$ cat src/rtl/game_pkg.sv
// Shared definitions for the obstacle/shape sprites feeding the game controller:
// screen geometry, palette, coordinate width and the common draw FSM states.
`default_nettype none

package game_pkg;

  localparam int COORD_W    = 11;
  localparam int SCAN_CNT_W = 6;
  localparam int SCREEN_W   = 160;
  localparam int SCREEN_H   = 120;

  localparam logic [2:0] BLACK   = 3'b000;
  localparam logic [2:0] BLUE    = 3'b001;
  localparam logic [2:0] GREEN   = 3'b010;
  localparam logic [2:0] CYAN    = 3'b011;
  localparam logic [2:0] RED     = 3'b100;
  localparam logic [2:0] MAGENTA = 3'b101;
  localparam logic [2:0] YELLOW  = 3'b110;
  localparam logic [2:0] WHITE   = 3'b111;

  typedef logic [COORD_W-1:0] coord_t;

  typedef enum logic [1:0] {
    IDLE = 2'd0,
    DRAW = 2'd1,
    DONE = 2'd2
  } draw_state_e;

endpackage

`default_nettype wire

$ cat src/rtl/rect_scanner.sv
// Raster counter for a WIDTH x HEIGHT rectangle: cnt_x runs fastest, and both
// counters wrap back to (0,0) after the last pixel.
`default_nettype none

module rect_scanner
  import game_pkg::*;
#(
  parameter int WIDTH  = 8,
  parameter int HEIGHT = 8
) (
  input  logic                  clock,
  input  logic                  resetn,
  input  logic                  clear_i,
  input  logic                  step_i,
  output logic [SCAN_CNT_W-1:0] cnt_x_o,
  output logic [SCAN_CNT_W-1:0] cnt_y_o,
  output logic                  last_o
);

  localparam logic [SCAN_CNT_W-1:0] X_MAX = SCAN_CNT_W'(WIDTH - 1);
  localparam logic [SCAN_CNT_W-1:0] Y_MAX = SCAN_CNT_W'(HEIGHT - 1);

  logic [SCAN_CNT_W-1:0] cnt_x_q, cnt_x_d;
  logic [SCAN_CNT_W-1:0] cnt_y_q, cnt_y_d;
  logic                  last_x;
  logic                  last_y;

  assign last_x = (cnt_x_q == X_MAX);
  assign last_y = (cnt_y_q == Y_MAX);

  always_comb begin
    cnt_x_d = cnt_x_q;
    cnt_y_d = cnt_y_q;
    if (clear_i) begin
      cnt_x_d = '0;
      cnt_y_d = '0;
    end else if (step_i) begin
      if (last_x) begin
        cnt_x_d = '0;
        cnt_y_d = last_y ? '0 : cnt_y_q + 1'b1;
      end else begin
        cnt_x_d = cnt_x_q + 1'b1;
      end
    end
  end

  always_ff @(posedge clock) begin
    if (!resetn) begin
      cnt_x_q <= '0;
      cnt_y_q <= '0;
    end else begin
      cnt_x_q <= cnt_x_d;
      cnt_y_q <= cnt_y_d;
    end
  end

  assign cnt_x_o = cnt_x_q;
  assign cnt_y_o = cnt_y_q;
  assign last_o  = last_x && last_y;

endmodule

`default_nettype wire

$ cat src/rtl/scrolling_block.sv
// Scrolling obstacle sprite: drifts left on each frame tick and, on request,
// sweeps its rectangle one pixel per clock toward the VGA adapter.
`default_nettype none

module scrolling_block
  import game_pkg::*;
#(
  parameter int         WIDTH    = 8,
  parameter int         HEIGHT   = 8,
  parameter int         START_X  = 150,
  parameter int         START_Y  = 100,
  parameter int         STEP     = 1,
  parameter int         SCREEN_W = game_pkg::SCREEN_W,
  parameter logic [2:0] COLOUR   = 3'b100
) (
  input  logic        clock,
  input  logic        resetn,
  input  logic        draw_start,
  input  logic        update_screen,
  output logic [10:0] x_out,
  output logic [10:0] y_out,
  output logic [2:0]  colour_out,
  output logic        plot,
  output logic        draw_done,
  output logic [10:0] pos_x
);

  localparam coord_t           START_X_C = COORD_W'(START_X);
  localparam coord_t           START_Y_C = COORD_W'(START_Y);
  localparam coord_t           STEP_C    = COORD_W'(STEP);
  localparam logic [COORD_W:0] CLIP_X_C  = (COORD_W + 1)'(SCREEN_W);

  draw_state_e state_q, state_d;
  coord_t      pos_x_q, pos_x_d;
  coord_t      base_x_q, base_x_d;
  coord_t      x_q, x_d;
  coord_t      y_q, y_d;
  logic [2:0]  colour_q, colour_d;
  logic        plot_q, plot_d;
  logic        done_q, done_d;
  logic        move_pending_q, move_pending_d;

  logic [SCAN_CNT_W-1:0] cnt_x;
  logic [SCAN_CNT_W-1:0] cnt_y;
  logic                  scan_last;
  logic                  scan_clear;
  logic                  scan_step;

  coord_t           pix_base;
  logic [COORD_W:0] pix_x_wide;
  coord_t           pix_y;
  logic             pix_visible;
  logic             move_apply;

  rect_scanner #(
    .WIDTH  (WIDTH),
    .HEIGHT (HEIGHT)
  ) u_scan (
    .clock   (clock),
    .resetn  (resetn),
    .clear_i (scan_clear),
    .step_i  (scan_step),
    .cnt_x_o (cnt_x),
    .cnt_y_o (cnt_y),
    .last_o  (scan_last)
  );

  // The first pixel is emitted in the same cycle draw_start is accepted, so
  // the base comes straight from pos_x while still in IDLE.
  assign pix_base    = (state_q == IDLE) ? pos_x_q : base_x_q;
  assign pix_x_wide  = {1'b0, pix_base} + {{(COORD_W + 1 - SCAN_CNT_W){1'b0}}, cnt_x};
  assign pix_y       = START_Y_C + {{(COORD_W - SCAN_CNT_W){1'b0}}, cnt_y};
  assign pix_visible = (pix_x_wide < CLIP_X_C);

  always_comb begin
    state_d    = state_q;
    base_x_d   = base_x_q;
    x_d        = x_q;
    y_d        = y_q;
    colour_d   = colour_q;
    plot_d     = 1'b0;
    done_d     = 1'b0;
    scan_clear = 1'b0;
    scan_step  = 1'b0;
    case (state_q)
      IDLE: begin
        if (draw_start) begin
          base_x_d  = pos_x_q;
          x_d       = pix_x_wide[COORD_W-1:0];
          y_d       = pix_y;
          colour_d  = COLOUR;
          plot_d    = pix_visible;
          scan_step = 1'b1;
          state_d   = scan_last ? DONE : DRAW;
        end else begin
          scan_clear = 1'b1;
        end
      end
      DRAW: begin
        x_d       = pix_x_wide[COORD_W-1:0];
        y_d       = pix_y;
        colour_d  = COLOUR;
        plot_d    = pix_visible;
        scan_step = 1'b1;
        if (scan_last) begin
          state_d = DONE;
        end
      end
      DONE: begin
        // Always show draw_done for at least one cycle, even if the request
        // was withdrawn mid-sweep.
        done_d = draw_start || !done_q;
        if (!draw_start) begin
          state_d = IDLE;
        end
      end
      default: begin
        state_d = IDLE;
      end
    endcase
  end

  assign move_apply = (state_q == IDLE) && move_pending_q;

  always_comb begin
    pos_x_d        = pos_x_q;
    move_pending_d = update_screen || (move_pending_q && !move_apply);
    if (move_apply) begin
      pos_x_d = (pos_x_q >= STEP_C) ? (pos_x_q - STEP_C) : START_X_C;
    end
  end

  always_ff @(posedge clock) begin
    if (!resetn) begin
      state_q        <= IDLE;
      pos_x_q        <= START_X_C;
      base_x_q       <= '0;
      x_q            <= '0;
      y_q            <= '0;
      colour_q       <= '0;
      plot_q         <= 1'b0;
      done_q         <= 1'b0;
      move_pending_q <= 1'b0;
    end else begin
      state_q        <= state_d;
      pos_x_q        <= pos_x_d;
      base_x_q       <= base_x_d;
      x_q            <= x_d;
      y_q            <= y_d;
      colour_q       <= colour_d;
      plot_q         <= plot_d;
      done_q         <= done_d;
      move_pending_q <= move_pending_d;
    end
  end

  assign x_out      = x_q;
  assign y_out      = y_q;
  assign colour_out = colour_q;
  assign plot       = plot_q;
  assign draw_done  = done_q;
  assign pos_x      = pos_x_q;

endmodule

`default_nettype wire

$ cat config.mk
export PLATFORM = sky130hd
export DESIGN_NAME = scrolling_block
export DESIGN_NICKNAME = d
export VERILOG_FILES = /design/src/rtl/game_pkg.sv /design/src/rtl/rect_scanner.sv /design/src/rtl/scrolling_block.sv
export SDC_FILE = /design/constraint.sdc
export NUM_CORES = 1
export LEC_CHECK = 0
export ABC_AREA = 1
export BUFFER_PORTS_ARGS = -buffer_cell sky130_fd_sc_hd__buf_2
export CORE_ASPECT_RATIO = 1.2
export CORE_MARGIN = 1.5
export CORE_UTILIZATION = 56
export DETAILED_ROUTE_END_ITERATION = 16
export MAX_ROUTING_LAYER = met4
export PLACE_DENSITY = 0.8
export SYNTH_ARGS = -nofsm -noshare
export SYNTH_HDL_FRONTEND = slang
export SYNTH_SLANG_ARGS = --single-unit
export TNS_END_PERCENT = 30
$ cat constraint.sdc
create_clock -name clock -period 3.75 [get_ports clock]
set_input_delay 0.1875 -clock clock [delete_from_list [all_inputs] [get_ports clock]]
set_output_delay 0.1875 -clock clock [all_outputs]
set_load 0.02 [all_outputs]
==> impl_metrics.csv <==
group,metric,value,unit
min_path,whs_path_depth,3,
grt,grt_pass1_vias,2536,
sta,slew_viol_final,0,
yosys,yosysUniqueCellTypes,36,
yosys,seq_area_frac_synth,39.6,%
min_path,hold_class,"input port to flip-flop",
yosys,synth-seq-cells,59,
sta,period_share,65.2,%
power,powerDensity,396,mW/mm²
critical_path,r2r_end,"x_out[8]$_SDFFE_PN0P_",
drt,drtAntennaViolNets,0,
yosys,synthArstFlopShare,0,%
floorplanning,die_width,69.6,µm
sta,rsz0062_at_grt,"no",
drt,wl_met1,2760,µm
yosys,yosysTopAreaCellShare,39.6,%
sta,tns,0,ps
critical_path,cp_top_family,"simple AND/OR/NAND/NOR gates",
clock_network,root_buffer,"clkbuf_8",
yosys,synth_top_area_cell,"dfxtp_1",
drt,dr.pass1.iters,4,
sta,report.final.setup_viol,0,
outcome,outcome,"completed",
drt,num_vias,2703,
min_path,hp-start,"update_screen",
clock_network,holdBufCountCts,0,
floorplanning,coreArea,0.00504,mm²
clock_network,cts_made_buffers,9,
critical_path,worst_path_most_repeated_cell,"nand2_1",
yosys,synth_common_cells,"nand2_1, dfxtp_1, inv_1",
grt,track_usage,23.5,%
drt,drtIter0Drc,163,
drt,top_layer_used,"met4",
grt,overflow,0,
critical_path,r2r_slack,1310,ps
floorplanning,die_area,0.00577,mm²
clock_network,clk_latency,340,ps
critical_path,rr_startpoint,"state_q[0]$_SDFFE_PN0P_",
yosys,synth_ff_type,"dfxtp_1",
placement,hpwl,4660,µm
drt,routed-wl-met2,3120,µm
yosys,synth.most_common_cell,"nand2_1",
cells_and_area,layout-drive-gt1-share,14.7,%
clock_network,clock-sinks,59,
sta,tightestPinTransition,639,ps
power,p_leak,1.58,nW
critical_path,worstPathArrival,2730,ps
sta,relSlewSlack,57.2,%
critical_path,path_cells,"inv_2 -> nand2_2 -> nand2_1 -> o21ai_0 -> ha_1 -> inv_1 -> fa_1 -> inv_1 -> nand2_1 -> nand3_1 -> nand2_1 -> o21ai_1 -> nand2_1 -> a21o_1 -> inv_1",
drt,vias_per_cell,5.25,
drt,dr_wl_met3,253,µm
sta,fmaxAchievable,0.409,GHz
yosys,synth.avg_cell_area,7.22,µm²
critical_path,critical_path_class,"flip-flop to flip-flop",
critical_path,startpoint,"state_q[0]$_SDFFE_PN0P_",
sta,layout_min_cycle_time,2440,ps
flow_run,maxCapViolCount,0,
yosys,syn_inst,413,
clock_network,clkTransAtPathRegs,60,ps
min_path,hold-path-endpoint,"move_pending_q$_SDFF_PN0_",
drt,wire_per_inst,12.2,µm
sta,holdWs,90.1,ps
sta,fin_worst_skew,12.7,ps
critical_path,slowest_delay,470,ps
cells_and_area,final_nets,467,
floorplanning,die_h,82.9,µm
clock_network,post_cts_buffers,0,
grt,antenna_found_initial,0,
drt,drt-total-wl,6280,µm
cells_and_area,area_growth_syn_to_layout,11.9,%
grt,grt_pass1_wl,10900,µm
critical_path,crit_slowest_cell,"dfxtp_1",
critical_path,cp.buffers_inverters,4,
drt,remaining_drc_errors,0,
sta,finalHoldViolCount,0,
critical_path,cp_max_fo,16,
placement,place_congestion,0.921,
floorplanning,row_count,28,
yosys,synth-edff-count,0,
clock_network,cts_tree,"done",
cells_and_area,antennaDiodeCount,0,
critical_path,critPathRequiredTime,4030,ps
floorplanning,initial_utilization,59.1,%
cells_and_area,fillCellCount,453,
floorplanning,boundaryPins,42,
critical_path,reg2reg_depth,15,
critical_path,critPathLaunchType,"flip-flop",
power,ir_drop,0.238,mV
placement,port_buffers,36,
critical_path,crit_path_end_kind,"flip-flop",
yosys,ys_warn_count,0,
clock_network,clockBufferDepth,2,
grt,grt_max_degree,31,
yosys,syn_area,0.00298,mm²
yosys,synth_area_leaders,"dfxtp_1, nand2_1, inv_1",
clock_network,ctsResizeCount,0,
clock_network,cts.htree.levels,3,
-- layer usage --
layer	global-route usage, %	up-vias
li1	-	1393
met1	26.9	1229
met2	39.9	68
met3	5.22	13
met4	8.92	0
met5	-	-
-- cell families after synthesis --
kind of cell             Yosys count  share of synthesized area, %
AND/OR/NAND/NOR                  176                          25.6
AO/OA/AOI/OAI                     75                          14.3
buffers and inverters             74                          10.2
flip-flops                        59                          39.6
XOR/XNOR                          15                          4.41
adder cells (fa/ha/maj)           13                          5.71
other                              1                         0.126
-- power breakdown --
group / switching (mW) / internal [mW] / total (mW)
clock: 0.244 / 0.236 / 0.480
sequential: 0.0164 / 0.656 / 0.673
combinational: 0.115 / 0.0528 / 0.168
-- worst max-delay path by stage --
stage	to	slack, ps	cells past startpoint
finish	x_out[8]$_SDFFE_PN0P_	1310	15
global route	plot$_SDFF_PN0_	1100	16
CTS	x_out[8]$_SDFFE_PN0P_	1340	15
detailed placement	x_out[8]$_SDFFE_PN0P_	1360	15
global placement	x_out[8]$_SDFFE_PN0P_	1460	15
floorplan	x_out[8]$_SDFFE_PN0P_	1410	16
-- cell type report --
cell class	count	area [µm²]	area share, %
Inverter	59	221	6.64
Clock buffer	11	131	3.94
Multi-Input combinational cell	284	1510	45.3
Tap cell	60	75.1	2.25
Timing Repair Buffer	37	188	5.62
Sequential cell	59	1180	35.4
Clock inverter	5	30.0	0.900
-- registers in the layout (all words and copies together), names as in the netlist, 2 cells and up --
| register | count |
|---|---|
| base_x_q | 11 |
| y_out | 8 |
| state_q | 2 |
| u_scan.cnt_y_o | 6 |
| x_out | 11 |
| u_scan.cnt_x_o | 6 |
| pos_x | 11 |
-- layout by cell type, fill, tap and decap left out, types with 7 or more instances in the layout --
master	netlist	final
a211oi_1	7	7
buf_2	7	36
inv_1	53	53
ha_1	12	12
clkbuf_8	0	9
xor2_1	14	14
nand3_1	20	20
nand2_1	90	90
a21oi_1	26	26
o21ai_0	24	24
nor2_1	42	42
dfxtp_1	59	59
-- worst register-to-register path: cells and delay by family (launching register included) --
family,cells,cell delay (ps)
AND/OR/NAND/NOR,6,680
adder cells (fa/ha/maj),2,610
flip-flops,1,470
AO/OA/AOI/OAI,3,390
buffers and inverters,4,250
-- stage by stage --
step | std cells | cell area, µm² | total power [mW] | setup WS, ps | utilization (%)
3_5_place_dp | 499 | 3180 | 0.853 | 1360 | 62.9
5_1_grt | 515 | 3340 | 1.38 | 1100 | 66.1
2_1_floorplan | 417 | 3000 | 0.814 | 1410 | -
4_1_cts | 515 | 3340 | 1.33 | 1340 | 66.1
3_3_place_gp | 499 | 3180 | 0.848 | 1460 | 62.9
6_report | 515 | 3340 | 1.32 | 1310 | 66.1
Note: power is estimated with default switching activity, not from simulation.
